<file path="src/rtl/exec_ctrl.sv">
// Issue/stall/squash sequencer between decode and execute with a load scoreboard.
// issue/stall/flush/redirect are combinational; pending and halted are registered (1 cycle).
// Decode is held by stall on scoreboard hazards, when the load limit is reached, and while draining before halt.
module exec_ctrl #(
    parameter int MAX_LD    = 2,
    parameter int FLUSH_CYC = 2
) (
    input  logic        clk,
    input  logic        rst,
    input  logic        dec_valid,
    input  logic [3:0]  dec_ra,
    input  logic [3:0]  dec_rb,
    input  logic [3:0]  dec_rt,
    input  logic        dec_use_a,
    input  logic        dec_use_b,
    input  logic        dec_wr,
    input  logic        dec_ld,
    input  logic        dec_halt,
    input  logic        ex_valid,
    input  logic [15:0] ex_pc,
    input  logic [15:0] ex_pc2,
    input  logic        ld_done,
    input  logic [3:0]  ld_rt,
    output logic        issue,
    output logic        stall,
    output logic        flush,
    output logic        redirect,
    output logic [15:0] redirect_pc,
    output logic        halted,
    output logic [15:0] pending
);

    typedef enum logic [1:0] {RUN, FLUSH, DRAIN, HALT} state_t;

    localparam logic [2:0] LD_MAX = 3'(MAX_LD);
    localparam logic [1:0] FL_INIT = 2'(FLUSH_CYC - 1);

    state_t      state, state_nxt;
    logic [2:0]  ld_cnt;
    logic [1:0]  flush_cnt, flush_nxt;
    logic [15:0] pc_seq;
    logic        mispredict;
    logic        hazard;
    logic        ld_set, ld_clr;
    logic [15:0] pending_nxt;

    assign pc_seq     = ex_pc + 16'd2;
    assign mispredict = ex_valid && (ex_pc2 != pc_seq);

    assign hazard = dec_valid && ((dec_use_a && pending[dec_ra]) ||
                                  (dec_use_b && pending[dec_rb]) ||
                                  (dec_wr    && pending[dec_rt]) ||
                                  (dec_ld    && ld_cnt == LD_MAX));

    always_comb begin
        issue       = 1'b0;
        stall       = 1'b0;
        flush       = 1'b0;
        redirect    = 1'b0;
        redirect_pc = 16'd0;
        state_nxt   = state;
        flush_nxt   = flush_cnt;
        case (state)
            RUN, FLUSH, DRAIN: begin
                if (mispredict) begin
                    // An older instruction's redirect overrides stalls and a pending halt.
                    redirect    = 1'b1;
                    redirect_pc = ex_pc2;
                    flush       = 1'b1;
                    state_nxt   = FLUSH;
                    flush_nxt   = FL_INIT;
                end else if (state == FLUSH) begin
                    flush = 1'b1;
                    if (flush_cnt == 2'd0)
                        state_nxt = RUN;
                    else
                        flush_nxt = flush_cnt - 2'd1;
                end else if (state == DRAIN) begin
                    stall = 1'b1;
                    if (ld_cnt == 3'd0)
                        state_nxt = HALT;
                end else if (dec_valid && dec_halt) begin
                    stall     = 1'b1;
                    state_nxt = DRAIN;
                end else begin
                    stall = hazard;
                    issue = dec_valid && !hazard;
                end
            end
            default: stall = 1'b1;
        endcase
    end

    assign ld_set = issue && dec_ld;
    // A return for a register not in flight is stale (e.g. issued before reset).
    assign ld_clr = ld_done && pending[ld_rt] && (ld_cnt != 3'd0);

    always_comb begin
        pending_nxt = pending;
        if (ld_clr)
            pending_nxt[ld_rt] = 1'b0;
        if (ld_set)
            pending_nxt[dec_rt] = 1'b1;
    end

    always_ff @(posedge clk) begin
        if (rst) begin
            state     <= RUN;
            pending   <= 16'd0;
            ld_cnt    <= 3'd0;
            flush_cnt <= 2'd0;
            halted    <= 1'b0;
        end else begin
            state     <= state_nxt;
            pending   <= pending_nxt;
            flush_cnt <= flush_nxt;
            halted    <= (state_nxt == HALT);
            case ({ld_set, ld_clr})
                2'b10:   ld_cnt <= ld_cnt + 3'd1;
                2'b01:   ld_cnt <= ld_cnt - 3'd1;
                default: ld_cnt <= ld_cnt;
            endcase
        end
    end

endmodule
</file>
<file path="config.mk">
export PLATFORM = sky130hd
export DESIGN_NAME = exec_ctrl
export DESIGN_NICKNAME = d
export VERILOG_FILES = /design/src/rtl/exec_ctrl.sv
export SDC_FILE = /design/constraint.sdc
export NUM_CORES = 1
export LEC_CHECK = 0
export BUFFER_PORTS_ARGS = -buffer_cell sky130_fd_sc_hd__buf_2
export CAP_MARGIN = 20
export CORE_MARGIN = 4
export CORE_UTILIZATION = 45
export DETAILED_ROUTE_END_ITERATION = 6
export PLACE_DENSITY = 0.74
export SLEW_MARGIN = 30
export SYNTH_ARGS = -nofsm -noshare
export SYNTH_HDL_FRONTEND = slang
export SYNTH_SLANG_ARGS = --single-unit
</file>
<file path="constraint.sdc">
create_clock -name clk -period 7.2 [get_ports clk]
set_input_delay 0.72 -clock clk [delete_from_list [all_inputs] [get_ports clk]]
set_output_delay 0.72 -clock clk [all_outputs]
set_load 0.005 [all_outputs]
</file>
==> flow_summary_export.csv <==
group,metric,value,unit
status,status,"complete, no violations",
clocking,hold_buffers,0,
worst_setup_path,crit_required,6.48,ns
clocking,clock-sinks,24,
detailed_routing,drcViolationCount,0,
synth,ys.flop_type,"dfxtp_1",
clocking,htreeDepth,1,
power_and_ir_drop,pwr_density_cell,109,nW/um^2
synth,synth_cells,290,
worst_setup_path,cp-end-kind,"primary output",
worst_setup_path,path_delay_family,"compound AO/OA/AOI/OAI gates",
floorplanning,fp.dieW,83.1,um
job,drv_cap,0,
worst_setup_path,cpMostUsedCell,"buf_2",
sta,hold_violations,0,
layout,syn_to_final_growth,21.6,%
clocking,cts_buffers,3,
grt,track_usage,21.2,%
floorplanning,die_area,6910,um^2
synth,ys_ff_latch,24,
synth,yosysTopAreaCell,"dfxtp_1",
detailed_routing,routed_wirelength,7550,um
sta,drv_slew,0,
synth,synth_fp_nets,352,
sta,finalSetupViolations,0,
layout,nNetsFinal,433,
worst_setup_path,cpPeakStageDelay,0.61,ns
sta,max_freq,0.251,GHz
floorplanning,io_pins,95,
sta,holdWs,0.513,ns
worst_setup_path,crit_chain,"buf_2, ha_1, inv_1, or4_1, a32oi_1, a21oi_1, o41ai_4, buf_6, nor3_1, buf_2",
clocking,cts_buffer_depth,2,
sta,slew_headroom,32.2,%
grt,grt_pass1_wl,12500,um
sta,fin_skew,0.00387,ns
power_and_ir_drop,power_leakage,1.24,nW
synth,synth-edff-count,0,
grt,met2_usage,36.0,%
synth,netlist_area,2540,um^2
clocking,post-cts-setup-buffer-count,0,
worst_setup_path,crit_type,"in2out",
worst_hold_path,worstHoldPathType,"reg2reg",
synth,async_flop_share,0,%
power_and_ir_drop,peakVddDrop,0.0717,mV
grt,grt_pass1_vias,2511,
placement,gp_congestion,0.924,
grt,gr-usage-met3,1.79,%
floorplanning,core_area,5470,um^2
worst_setup_path,crit_buf_inv,4,
sta,finalCritPeriodShare,55.4,%
synth,synth_commonest_cells,"dfxtp_1 (24), mux4_2 (18), nor3b_1 (18), nand2_1 (16)",
worst_setup_path,cp-start-kind,"input port",
clocking,path_clk_slew,0.08,ns
grt,grt_max_degree,21,
detailed_routing,via_per_inst,6.05,
floorplanning,start_util,46.4,%
grt,gr-total-overflow,0,
sta,totalNegativeSetupSlack,0,ns
clocking,clock_latency,0.27,ns
placement,io_buffers,94,
synth,synth_top_area_share,18.9,%
detailed_routing,wl_per_cell,17.1,um
clocking,cts_root_buffer,"clkbuf_8",
synth,ys_types,55,
layout,antenna_cells,0,
clocking,cts_tree,"yes",
worst_setup_path,slowest_stage,"o41ai_4",
sta,finalCriticalPeriod,3.99,ns
sta,rsz0062_at_grt,"false",
layout,drive_above_1_share,35.9,%
detailed_routing,drt_iter0_drc,156,
synth,yosys_warnings,0,
grt,grt_most_used_layer,"met2",
floorplanning,die_h,83.1,um
sta,tightestPinTransition,1.01,ns
detailed_routing,vias,2676,
synth,ys_seq_area_share,18.9,%
detailed_routing,ant_nets,0,
placement,dp_hpwl,5870,um
synth,synth_area_per_cell,8.75,um^2
worst_setup_path,worstPathArrival,3.27,ns
worst_setup_path,crit_fanout,15,
synth,synthTopCellsByArea,"dfxtp_1 (19%), mux4_2 (16%), nor3b_1 (5.3%)",
grt,use_met1,29.2,%
grt,antenna_found_initial,0,
detailed_routing,first_pass_iters,4,
floorplanning,rows,27,
synth,yosysMostFrequentCell,"dfxtp_1",
clocking,ctsResizeCount,0,
## worst min-delay path: cells and delay by family, from the launching register on
| kind | cells | cell delay, ns |
|---|---|---|
| AO/OA/AOI/OAI | 2 | 0.14 |
| flip-flops | 1 | 0.34 |
## state kept, by name, summed over array words and instances (netlist names)
signal     count
flush_cnt      2
halted         1
ld_cnt         3
pending       16
state          2
## stage by stage
stage	setup slack [ns]	area, um^2	std cells	utilization, %	total power [mW]
floorplan	3.57	2540	290	-	0.201
global placement	2.81	3020	437	55.2	0.242
detailed placement	3.16	3030	438	55.4	0.244
CTS	3.21	3090	442	56.4	0.336
global route	2.98	3090	442	56.4	0.352
finish	3.21	3090	442	56.4	0.336
## power by group
part	internal [mW]	total (mW)	switching, mW
sequential	0.135	0.138	0.00275
combinational	0.0456	0.105	0.0589
clock	0.0489	0.0942	0.0453
total	0.229	0.336	0.107
## logic make-up after synthesis
kind of cell    after synthesis  synth area share (%)
buf+inv                      31                  5.27
xor+xnor                     16                  5.52
flops                        24                  18.9
fa+ha+maj                     4                  2.27
mux                          25                  18.8
compound gates               75                  21.5
simple gates                115                  27.7
## cell type report
cell class                 count  area [um^2]
timing repair buffer          95          482
tap                           72         90.1
multi-input combinational    235         1940
inverter                      12         45.0
sequential                    24          480
clock buffer                   4         55.1
fill                         522         2380
## final timing paths
| check | endpoint | cells after the start | slack, ns | from |
|---|---|---|---|---|
| max reg2reg | ld_cnt[2] | 11 | 3.66 | pending[3] |
| min reg2reg | ld_cnt[2] | 2 | 0.51 | ld_cnt[2] |
| min | ld_cnt[2] | 2 | 0.51 | ld_cnt[2] |
| max | redirect_pc[3] | 10 | 3.21 | ex_pc[1] |
## routing by layer
metal  vias up  share of wire (%)
li1       1304                  -
met1      1266                 43
met2        96                 49
met3        10                6.8
met4         0                1.3
met5         -                  0
## cell usage in the layout, fill, tap and decap left out, types with 3 or more instances in the layout
| cell type | count |
|---|---|
| mux2i_1 | 6 |
| o22ai_1 | 3 |
| clkbuf_8 | 4 |
| xnor2_1 | 11 |
| and4_1 | 3 |
| o21ai_0 | 13 |
| mux4_2 | 18 |
| dfxtp_1 | 24 |
| nor2_1 | 9 |
| ha_1 | 3 |
| nor4_1 | 6 |
| a21oi_1 | 11 |
| o21ai_1 | 3 |
| nand3_1 | 13 |
| xor2_1 | 5 |
| nand2_1 | 16 |
| o21ai_2 | 10 |
| nor3b_1 | 18 |
| inv_1 | 12 |
| o311ai_0 | 6 |
| nand4_1 | 13 |
| o211ai_1 | 13 |
| nor2b_1 | 10 |
| nand2b_1 | 4 |
| nor3_1 | 6 |
| and2_1 | 4 |
| or3_1 | 3 |
| buf_2 | 94 |
(Power assumes the default switching activity.)
